## src/rtl/game_io_regbank_pkg.sv

```systemverilog
// Shared definitions for the processor-to-peripheral register bank.
// Also used by the game logic and renderer for event bits and the game-state code.
package game_io_regbank_pkg;

    // The event status word sits directly after the last data register.
    localparam int EVT_AFTER_REGS = 0;

    localparam int EV_SPACE   = 0;
    localparam int EV_COLLIDE = 1;
    localparam int EV_SCORE   = 2;

    typedef enum logic [1:0] {
        TITLE = 2'd0,
        PLAY  = 2'd1,
        OVER  = 2'd2
    } game_state_e;

    function automatic int evt_addr(input int num_regs);
        return num_regs + EVT_AFTER_REGS;
    endfunction

endpackage

```

## src/rtl/game_io_regbank_edge_detect_sticky.sv

```systemverilog
// Per-bit rising-edge detector feeding sticky status bits with a clear mask.
// A new rising edge beats a clear in the same cycle so no event is lost.
module game_io_regbank_edge_detect_sticky #(
    parameter int WIDTH = 4
) (
    input  logic             clock,
    input  logic             reset,
    input  logic [WIDTH-1:0] level_in,
    input  logic [WIDTH-1:0] clr_mask,
    output logic [WIDTH-1:0] sticky
);

    logic [WIDTH-1:0] hist_q;
    logic [WIDTH-1:0] hist_d;
    logic [WIDTH-1:0] sticky_q;
    logic [WIDTH-1:0] sticky_d;
    logic [WIDTH-1:0] rise;

    always_comb begin
        hist_d   = level_in;
        rise     = level_in & ~hist_q;
        sticky_d = (sticky_q & ~clr_mask) | rise;
    end

    // History loads the live level even in reset so a held-high input
    // does not register as an edge on the first cycle afterwards.
    always_ff @(posedge clock) begin
        hist_q <= hist_d;
        if (reset) begin
            sticky_q <= '0;
        end else begin
            sticky_q <= sticky_d;
        end
    end

    assign sticky = sticky_q;

endmodule

```

## src/rtl/game_io_regbank.sv

```systemverilog
// Register bank between the processor and the renderer/game logic, with
// optional frame-synchronous commit and a sticky, clear-on-read event word.
module game_io_regbank
    import game_io_regbank_pkg::*;
#(
    parameter int                NUM_REGS        = 4,
    parameter int                DATA_W          = 16,
    parameter int                ADDR_W          = 6,
    parameter int                NUM_EVENTS      = 4,
    parameter int                COMMIT_ON_FRAME = 1,
    parameter logic [DATA_W-1:0] RESET_VAL       = '0
) (
    input  logic                       clock,
    input  logic                       reset,
    input  logic                       wr_en,
    input  logic [ADDR_W-1:0]          wr_addr,
    input  logic [DATA_W-1:0]          wr_data,
    input  logic                       rd_en,
    input  logic [ADDR_W-1:0]          rd_addr,
    output logic [DATA_W-1:0]          rd_data,
    output logic                       rd_valid,
    input  logic                       frame_sync,
    input  logic [NUM_EVENTS-1:0]      event_in,
    output logic [NUM_REGS*DATA_W-1:0] regs_out,
    output logic                       commit_pulse,
    output logic                       event_pending
);

    localparam logic [ADDR_W-1:0] EVT_ADDR = ADDR_W'(evt_addr(NUM_REGS));

    logic [DATA_W-1:0]     shadow_q [NUM_REGS];
    logic [DATA_W-1:0]     shadow_d [NUM_REGS];
    logic [DATA_W-1:0]     active_q [NUM_REGS];
    logic [DATA_W-1:0]     active_d [NUM_REGS];
    logic [DATA_W-1:0]     rd_data_q;
    logic [DATA_W-1:0]     rd_data_d;
    logic                  rd_valid_q;
    logic                  rd_valid_d;
    logic                  commit_pulse_q;
    logic                  commit_pulse_d;
    logic                  frame_sync_q;
    logic                  frame_rise;
    logic [DATA_W-1:0]     rd_word;
    logic [NUM_EVENTS-1:0] evt_clr;
    logic [NUM_EVENTS-1:0] sticky;

    assign frame_rise = frame_sync & ~frame_sync_q;

    // shadow_d already carries this cycle's write, which gives the
    // same-cycle write forwarding into a commit for free.
    always_comb begin
        for (int i = 0; i < NUM_REGS; i++) begin
            shadow_d[i] = shadow_q[i];
            if (wr_en && (wr_addr == ADDR_W'(i))) begin
                shadow_d[i] = wr_data;
            end
            if (COMMIT_ON_FRAME != 0) begin
                active_d[i] = frame_rise ? shadow_d[i] : active_q[i];
            end else begin
                active_d[i] = shadow_d[i];
            end
        end
        commit_pulse_d = frame_rise;
    end

    // Reads see shadow_q, so a same-cycle write to the same address is not visible yet.
    always_comb begin
        rd_word = '0;
        if (rd_addr == EVT_ADDR) begin
            rd_word = DATA_W'(sticky);
        end else begin
            for (int i = 0; i < NUM_REGS; i++) begin
                if (rd_addr == ADDR_W'(i)) begin
                    rd_word = shadow_q[i];
                end
            end
        end
        rd_valid_d = rd_en;
        rd_data_d  = rd_en ? rd_word : rd_data_q;
    end

    always_comb begin
        evt_clr = '0;
        if (rd_en && (rd_addr == EVT_ADDR)) begin
            evt_clr = evt_clr | sticky;
        end
        if (wr_en && (wr_addr == EVT_ADDR)) begin
            evt_clr = evt_clr | wr_data[NUM_EVENTS-1:0];
        end
    end

    always_ff @(posedge clock) begin
        frame_sync_q <= frame_sync;
        if (reset) begin
            for (int i = 0; i < NUM_REGS; i++) begin
                shadow_q[i] <= RESET_VAL;
                active_q[i] <= RESET_VAL;
            end
            rd_data_q      <= '0;
            rd_valid_q     <= 1'b0;
            commit_pulse_q <= 1'b0;
        end else begin
            shadow_q       <= shadow_d;
            active_q       <= active_d;
            rd_data_q      <= rd_data_d;
            rd_valid_q     <= rd_valid_d;
            commit_pulse_q <= commit_pulse_d;
        end
    end

    game_io_regbank_edge_detect_sticky #(
        .WIDTH(NUM_EVENTS)
    ) u_events (
        .clock   (clock),
        .reset   (reset),
        .level_in(event_in),
        .clr_mask(evt_clr),
        .sticky  (sticky)
    );

    for (genvar g = 0; g < NUM_REGS; g++) begin : g_regs_out
        assign regs_out[g*DATA_W +: DATA_W] = active_q[g];
    end

    assign rd_data       = rd_data_q;
    assign rd_valid      = rd_valid_q;
    assign commit_pulse  = commit_pulse_q;
    assign event_pending = |sticky;

endmodule

```

## config.mk

```make
export PLATFORM = sky130hd
export DESIGN_NAME = game_io_regbank
export DESIGN_NICKNAME = d
export VERILOG_FILES = /design/src/rtl/game_io_regbank_pkg.sv /design/src/rtl/game_io_regbank_edge_detect_sticky.sv /design/src/rtl/game_io_regbank.sv
export SDC_FILE = /design/constraint.sdc
export NUM_CORES = 1
export LEC_CHECK = 0
export CAP_MARGIN = 25
export CORE_MARGIN = 2
export CORE_UTILIZATION = 46
export CTS_CLUSTER_DIAMETER = 120
export DETAILED_ROUTE_END_ITERATION = 16
export HOLD_SLACK_MARGIN = 0.02
export PLACE_DENSITY = 0.8
export SLEW_MARGIN = 10
export SYNTH_ARGS = -nofsm -noshare
export SYNTH_HDL_FRONTEND = slang
export SYNTH_SLANG_ARGS = --single-unit
```

## constraint.sdc

```tcl
create_clock -name clock -period 2.4 [get_ports clock]
set_input_delay 0.72 -clock clock [delete_from_list [all_inputs] [get_ports clock]]
set_output_delay 0.72 -clock clock [all_outputs]
set_load 0.1 [all_outputs]
```

After elaboration in Yosys (flattened, before gate mapping)
Cells that the tools add are included.

operators by class
  eq/ne operators = 8
  mux-type cells = 11
  bitwise gates (word level) = 8
  reductions and logical operators = 9

operators with widths
  cell                                                                    count
  16-bit two-way mux                                                      9
  6-bit by 2-bit equality test with 1-bit output (second input constant)  4
  6-bit by 1-bit equality test with 1-bit output (second input constant)  2
  6-bit by 3-bit equality test with 1-bit output (second input constant)  2
  6-bit logical NOT                                                       2
  4-bit AND                                                               2
  4-bit two-way mux                                                       2
  4-bit NOT                                                               2
  4-bit OR                                                                2
  1-bit logical AND                                                       6
  4-bit OR reduction                                                      1
  1-bit AND                                                               1
  1-bit NOT                                                               1

word-level totals
  register bits = 155
  input bits = 37
  output and inout port bits = 83
  word-level logic and storage cells = 50

Longest topological paths before layout
Gate-level depths: netlist of the first run.

  depth after elaboration = 8
  depth in mapped cells = 6
  mapped depth without buffers = 4

By module
From an unflattened synthesis of the first run, not the netlist that was laid out.

second synthesis, totals
  cell total of the unflattened synthesis = 673
  area, all modules = 6262.3 µm²

by module, submodules not included
  module                              instances  cells an instance  area an instance (µm²)  seq. area each (µm²)
  game_io_regbank                     1          653                6032.0                  2942.8
  game_io_regbank_edge_detect_sticky  1          20                 230.2                   160.2

Worst setup path after synthesis of the first run
No wires, ideal clock.

  path type = input to register
  from = input port wr_addr[3]
  to = register active_q (netlist bit regs_out[10])
  library setup time = 0.137 ns
  data arrival time = 2.211 ns
  required time = 2.263 ns
  slack = 0.051 ns
  cell stages on the path = 5
  buffers on the path = 1
  cells stage by stage = or4b_4 nor4_4 buf_6 mux2i_1 a211oi_1

between the ends
  longest elaborated chain between the ends = 3

RTL lines
  element                 RTL line                text
  start: declaration      game_io_regbank.sv:16   input logic [ADDR_W-1:0] wr_addr,
  6-bit logical NOT       game_io_regbank.sv:54   if (wr_en && (wr_addr == ADDR_W'(i))) begin
  1-bit logical AND       game_io_regbank.sv:54
  16-bit two-way mux      game_io_regbank.sv:54
  end signal: assignment  game_io_regbank.sv:104  active_q <= active_d;
  end: declaration        game_io_regbank.sv:33   logic [DATA_W-1:0] active_q [NUM_REGS];

No other way between the ends.
A chain may end at the register's enable or synchronous reset.

Final worst setup path of the first run
  from = register u_events.sticky_q[3], in the netlist u_events.sticky[3]
  to = output port event_pending

between the ends
  longest elaborated chain between the ends = 1

RTL lines
  element                   RTL line                                  text
  start: declaration        game_io_regbank_edge_detect_sticky.sv:15  logic [WIDTH-1:0] sticky_q;
  start signal: assignment  game_io_regbank_edge_detect_sticky.sv:32  sticky_q <= sticky_d;
  4-bit OR reduction        game_io_regbank.sv:128                    assign event_pending = |sticky;
  end: declaration          game_io_regbank.sv:26                     output logic event_pending

No other way between the ends.

==> metrics.txt, run 1 <==
outcome finished clean; share of cells above drive strength 1 22.4%; first-pass GRT wire length 23.5 mm; CP Class reg -> out; DP Area 0.00704 mm^2; Slew headroom 68.9%; number of port buffers 119; hold_ws 0.480 ns; Layout Utilization 64.6%; DRC errors left 0; most frequent cells in the layout dfxtp_1, nor2_1, buf_4; final critical-path required period 2.26 ns; Inst Count DP 829; Iteration-0 DRC Markers 355; WHS Path Cells 1; Finished Cell Area 0.00782 mm^2; HPWL Detailed 10.7 mm; synthesis-stage register bit count 155; CTS Sinks 155; syn avg cell area 10.1 um^2; Worst R2R Start frame_sync_q$_DFF_P_; skew final 0.00695 ns; CP Capture Type output port; worst skew pair latency 0.42 ns; P_leak 3.30 nW; NumNets Final 719; Peak Freq 442 MHz; CP arrival 1.54 ns; reg2reg setup slack 0.97 ns; H-Tree Depth 4; YS warnings 0; Slew Limit Fails 0; DR vias/cell 5.53; Clock Tree Buf Depth 2; CP Cell Sequence or4_1 -> buf_12; worst endpoint required time 1.68 ns; largest net degree at the start of global routing 93; worst-margin pin slew 0.466 ns; Startpoint Class register; Hold Path End rd_data[6]$_SDFFE_PP0P_; RSZ-0062 raised after global routing no; final non-filler cell total 863; antenna violations before repair 0; slowest stage delay, CP 0.59 ns; Mapped Area 0.00575 mm^2; most common cell after layout, fill and taps aside dfxtp_1; Power Density 825 mW/mm^2; vias in the first global route 4569; Slowest-stage cell, CP or4_1; die height 116 um; Crit Path Max Fanout 3; syn_nets 604; Hold Path Origin rd_data[6]$_SDFFE_PP0P_; routability cong. 0.888; Final Hold Fails 0; Max VDD drop 0.000396 V; via count 4770; reg2reg end regs_out[31]$_SDFFE_PP0P_; Tcrit/Tclk final 94.4%; die width 116 um; Post-Synthesis Cells 567; Reg clk slew, reported paths 0.06 ns; Total GRT Usage 23.1%; MaxCap Viol Count 0; CTS tree yes; Post-DRT Antenna Nets 0; ant diodes 0; core area 0.0121 mm^2; hold crit path type reg -> reg; # setup viols final 0; Cell Rows 40; die area 0.0134 mm^2; setup tns final 0 ns; num ports 120; # hold bufs at CTS 0; GRT Residual Overflow 0; drt pass-1 iters 5; initial core utilization 47.5%; Area Growth Syn to Fin 36.1%; count of cell types in the netlist 28; Routed WL 15.8 mm; wire per inst 18.3 um; reg2reg path depth 4; total CTS buffers 17; sequential element share of the synthesized area 54.0%; Root Driver clkbuf_16
what timing repair did:
item                                    4_1_cts  5_1_grt
buffers inserted                              0        1
pin swaps                                     0        3
gates cloned                                  0        1
endpoints found under the setup margin        5       11
gates resized for setup                       1       26
layout make-up:
class | instances | area [um^2]
multi-input combinational | 366 | 2600
sequential | 155 | 3100
clock inverter | 12 | 173
tap | 168 | 210
fill | 927 | 4290
clock buffer | 20 | 437
timing repair buffer | 142 | 1300
cell families after synthesis:
kind of cell / count (synthesis) / synth area share [%]
buffers and inverters: 46 / 3.37
multiplexers: 80 / 14.1
flip-flops: 155 / 54.0
AO/OA/AOI/OAI: 104 / 14.6
AND/OR/NAND/NOR: 182 / 13.8
per-layer routing:
layer / routed length, um / GRT usage [%] / vias up
met5: 0 / 0 / -
met4: 418 / 12.3 / 0
met3: 1010 / 5.28 / 32
met2: 7450 / 35.6 / 199
met1: 6950 / 30.2 / 2288
li1: - / - / 2251
cells in the mapped netlist:
cell type / count / area (um^2)
buf_4: 1 / 7.51
or4b_4: 1 / 13.8
a211oi_1: 72 / 541
dfxtp_1: 155 / 3100
nand4b_1: 1 / 8.76
a221o_1: 4 / 40.0
nand3_1: 1 / 5.00
nor4b_1: 3 / 26.3
buf_2: 2 / 10.0
nor2_1: 134 / 503
a211o_1: 11 / 96.3
a32o_1: 15 / 150
a31oi_1: 1 / 6.26
buf_6: 2 / 22.5
nor2b_1: 18 / 113
nor3_1: 1 / 5.00
and3_1: 1 / 6.26
and2_1: 2 / 12.5
or4_1: 1 / 7.51
a22o_1: 1 / 8.76
clkbuf_1: 36 / 135
buf_1: 5 / 18.8
nor3b_1: 1 / 7.51
mux2i_1: 79 / 791
nor4_4: 1 / 21.3
mux4_2: 1 / 22.5
nor4_1: 1 / 6.26
nand2_1: 16 / 60.1
stage by stage:
| step | power, W | setup WS (ns) |
|---|---|---|
| floorplan | 0.00343 | 0.0514 |
| global placement | 0.00370 | -0.359 |
| detailed placement | 0.00372 | -0.468 |
| CTS | 0.00646 | 0.0234 |
| global route | 0.00662 | 0.108 |
| finish | 0.00645 | 0.135 |
worst max-delay path, delay by kind of cell, from the launching register on:
family	cells	cell delay, ns
flip-flops	1	0.34
AND/OR/NAND/NOR	1	0.59
buffers and inverters	1	0.20
where the power goes:
| part | leakage (nW) | internal [W] | switching [W] |
|---|---|---|---|
| registers | 1.26 | 0.00265 | 0.0000501 |
| clock network | 0.294 | 0.00174 | 0.00104 |
| logic | 1.74 | 0.000250 | 0.000723 |
| total | 3.30 | 0.00464 | 0.00181 |
worst max path at each step:
stage	slack (ns)	from	endpoint	cells past startpoint
2_1_floorplan	0.05	wr_addr[3]	regs_out[10]$_SDFFE_PP0P_	5
3_3_place_gp	-0.36	wr_addr[3]	regs_out[34]$_SDFFE_PP0P_	6
3_5_place_dp	-0.47	wr_addr[3]	regs_out[36]$_SDFFE_PP0P_	6
4_1_cts	0.02	wr_addr[3]	regs_out[38]$_SDFFE_PP0P_	6
5_1_grt	0.11	wr_addr[4]	regs_out[45]$_SDFFE_PP0P_	7
6_report	0.14	u_events.sticky[3]$_SDFF_PP0_	event_pending	2
flip-flops by register name, summed over array words and instances, names as in the netlist:
signal / count
frame_sync_q: 1
u_events.sticky: 4
shadow_q: 64
u_events.hist_q: 4
rd_data: 16
commit_pulse: 1
regs_out: 64
rd_valid: 1
Power figures use the tool's default switching activity.
==> run 2: changes to the inputs <==
--- a/config.mk
+++ b/config.mk
@@ -10,7 +10,8 @@
 export CORE_UTILIZATION = 46
 export CTS_CLUSTER_DIAMETER = 120
 export DETAILED_ROUTE_END_ITERATION = 16
-export HOLD_SLACK_MARGIN = 0.02
+export HOLD_SLACK_MARGIN = 0.08
+export MAX_ROUTING_LAYER = met4
 export PLACE_DENSITY = 0.8
 export SLEW_MARGIN = 10
 export SYNTH_ARGS = -nofsm -noshare
==> run 2 against run 1 <==
Clock skew down 0.00068 ns; die area unchanged; highest routed layer unchanged; hold slack improved by 0.00062 ns; critical endpoint unchanged; critical path depth unchanged; cell count is the same; final area stayed put; global-route usage increased by 0.73 points; largest power group unchanged.
==> metrics.txt, run 2 (same netlist as run 1, synthesis figures left out) <==
antenna violations before repair 0 (unchanged); Area Growth Syn to Fin 36.1% (unchanged); # setup viols final 0 (unchanged); reg2reg end regs_out[31]$_SDFFE_PP0P_; Startpoint Class register; Iteration-0 DRC Markers 342 (-3.7%); NetSw 0.00182 W (+0.11%); Max VDD drop 0.000398 V (+0.49%); Gate power share 15.1% (about the same); Slew headroom 68.4% (-0.52 points); Reg area 0.00310 mm^2 (unchanged); Worst R2R Start frame_sync_q$_DFF_P_; Tcrit/Tclk final 94.1% (-0.27 points); NumNets Final 719 (unchanged); largest net degree at the start of global routing 93 (unchanged); Slew Limit Fails 0 (unchanged); most common cell after layout, fill and taps aside dfxtp_1; CP Class reg -> out; hold crit path type reg -> reg; area of the multi-input gates 0.00260 mm^2 (unchanged); wire per inst 18.3 um (about the same); die area 0.0134 mm^2 (unchanged); GRT Residual Overflow 0 (unchanged); CP Capture Type output port; CP arrival 1.54 ns (about the same); drt pass-1 iters 5 (unchanged); CTS Sinks 155 (unchanged); skew final 0.00628 ns (-0.000677 ns); Setup WS post-layout 0.142 ns (+0.00654 ns); Crit Path Max Fanout 3 (unchanged); Reg clk slew, reported paths 0.06 ns (about the same); DP Area 0.00704 mm^2 (unchanged); routability cong. 0.903 (+1.7%); number of port buffers 119 (unchanged); sequential share of power 41.9% (about the same); Power Density 825 mW/mm^2 (about the same); num ports 120 (unchanged); first-pass GRT wire length 23.6 mm (+0.15%); Hold Path Origin rd_data[6]$_SDFFE_PP0P_; share of cells above drive strength 1 22.4% (unchanged); Inst Count DP 829 (unchanged); die height 116 um (unchanged); Final Hold Fails 0 (unchanged); worst skew pair latency 0.42 ns (about the same); fillers 927 (unchanged); Post-DRT Antenna Nets 0 (unchanged); core area 0.0121 mm^2 (unchanged); WHS Path Cells 1 (unchanged); final critical-path required period 2.26 ns (-0.00654 ns); die width 116 um (unchanged); P_int 0.00464 W (about the same); HPWL Detailed 10.7 mm (unchanged); worst endpoint required time 1.68 ns (about the same); H-Tree Depth 4 (unchanged); Hold Path End rd_data[6]$_SDFFE_PP0P_; CTS tree yes; Routed WL 15.8 mm (about the same); reg2reg path depth 4 (unchanged); worst-margin pin slew 0.474 ns (+0.00780 ns); final non-filler cell total 863 (unchanged); # hold bufs at CTS 0 (unchanged); clock share of power 43.0% (about the same); DR vias/cell 5.56 (+0.52%); reg2reg setup slack 1.00 ns (+0.03 ns); RSZ-0062 raised after global routing no; sw frac 28.1% (about the same); most frequent cells in the layout dfxtp_1, nor2_1, buf_4; Peak Freq 443 MHz (+0.29%); total CTS buffers 17 (unchanged); total chip power 0.00645 W (about the same); Finished Cell Area 0.00782 mm^2 (unchanged); Layout Utilization 64.6% (unchanged); P_leak 3.30 nW (unchanged); via count 4795 (+0.52%); initial core utilization 47.5% (unchanged); MaxCap Viol Count 0 (unchanged); outcome finished clean; Clock Tree Buf Depth 2 (unchanged); ant diodes 0 (unchanged); Cell Rows 40 (unchanged); Root Driver clkbuf_16; DRC errors left 0 (unchanged); Setup WS pre-CTS -0.468 ns (unchanged); vias in the first global route 4589 (+0.44%); Total GRT Usage 23.8% (+0.73 points)
==> run 2: cell counts in the layout (fill, tap and decap cells not counted) <==
No cell type changed its count.
==> run 2: timing repair <==
item,4_1_cts,5_1_grt
cloned,0,1
buffers inserted,0,1
gates resized for setup,1,26
endpoints found under the setup margin,5,9
pin swaps,0,3
==> run 2: worst max path at each step <==
stage / start / endpoint / cells past startpoint
after floorplan: wr_addr[3] / regs_out[10]$_SDFFE_PP0P_ / 5
after global placement: wr_addr[3] / regs_out[34]$_SDFFE_PP0P_ / 6
after detailed placement: wr_addr[3] / regs_out[36]$_SDFFE_PP0P_ / 6
after CTS: wr_addr[3] / regs_out[38]$_SDFFE_PP0P_ / 6
after global routing: u_events.sticky[3]$_SDFF_PP0_ / event_pending / 2
final: u_events.sticky[3]$_SDFF_PP0_ / event_pending / 2
==> run 2: layer usage <==
metal  global-route usage [%]  vias to the layer above  part of all wire (%)
met1                     30.5                     2322                    45
met2                     35.6                      188                    46
met3                     6.01                       31                   5.9
met5                        -                        -                     0
li1                         -                     2254                     -
met4                     10.6                        0                   2.7
==> run 2: final cells by class <==
class | instances | share of cell area, %
Clock buffer | 20 | 5.58
Tap cell | 168 | 2.69
Multi-Input combinational cell | 366 | 33.2
Timing Repair Buffer | 142 | 16.6
Sequential cell | 155 | 39.7
Clock inverter | 12 | 2.21
==> run 2: power groups by stage <==
stage	sequential [W]	clock, W	combinational [W]
final	0.00270	0.00278	0.000974
after global routing	0.00271	0.00290	0.00101
after CTS	0.00270	0.00279	0.000963
after detailed placement	0.00276	0	0.000959
after global placement	0.00275	0	0.000946
after floorplan	0.00321	0	0.000218
==> run 2: per-stage QoR <==
stage	hold slack (ns)	setup TNS, ns
3_5_place_dp	0.461	-23.43
4_1_cts	0.479	0
5_1_grt	0.486	0
6_report	0.481	0
2_1_floorplan	0.469	0
3_3_place_gp	0.451	-21.10
==> run 2: critical path, cell delays in order, from the launching register on <==
cell     delay [ns]
dfxtp_1        0.33
or4_1          0.59
buf_12         0.20
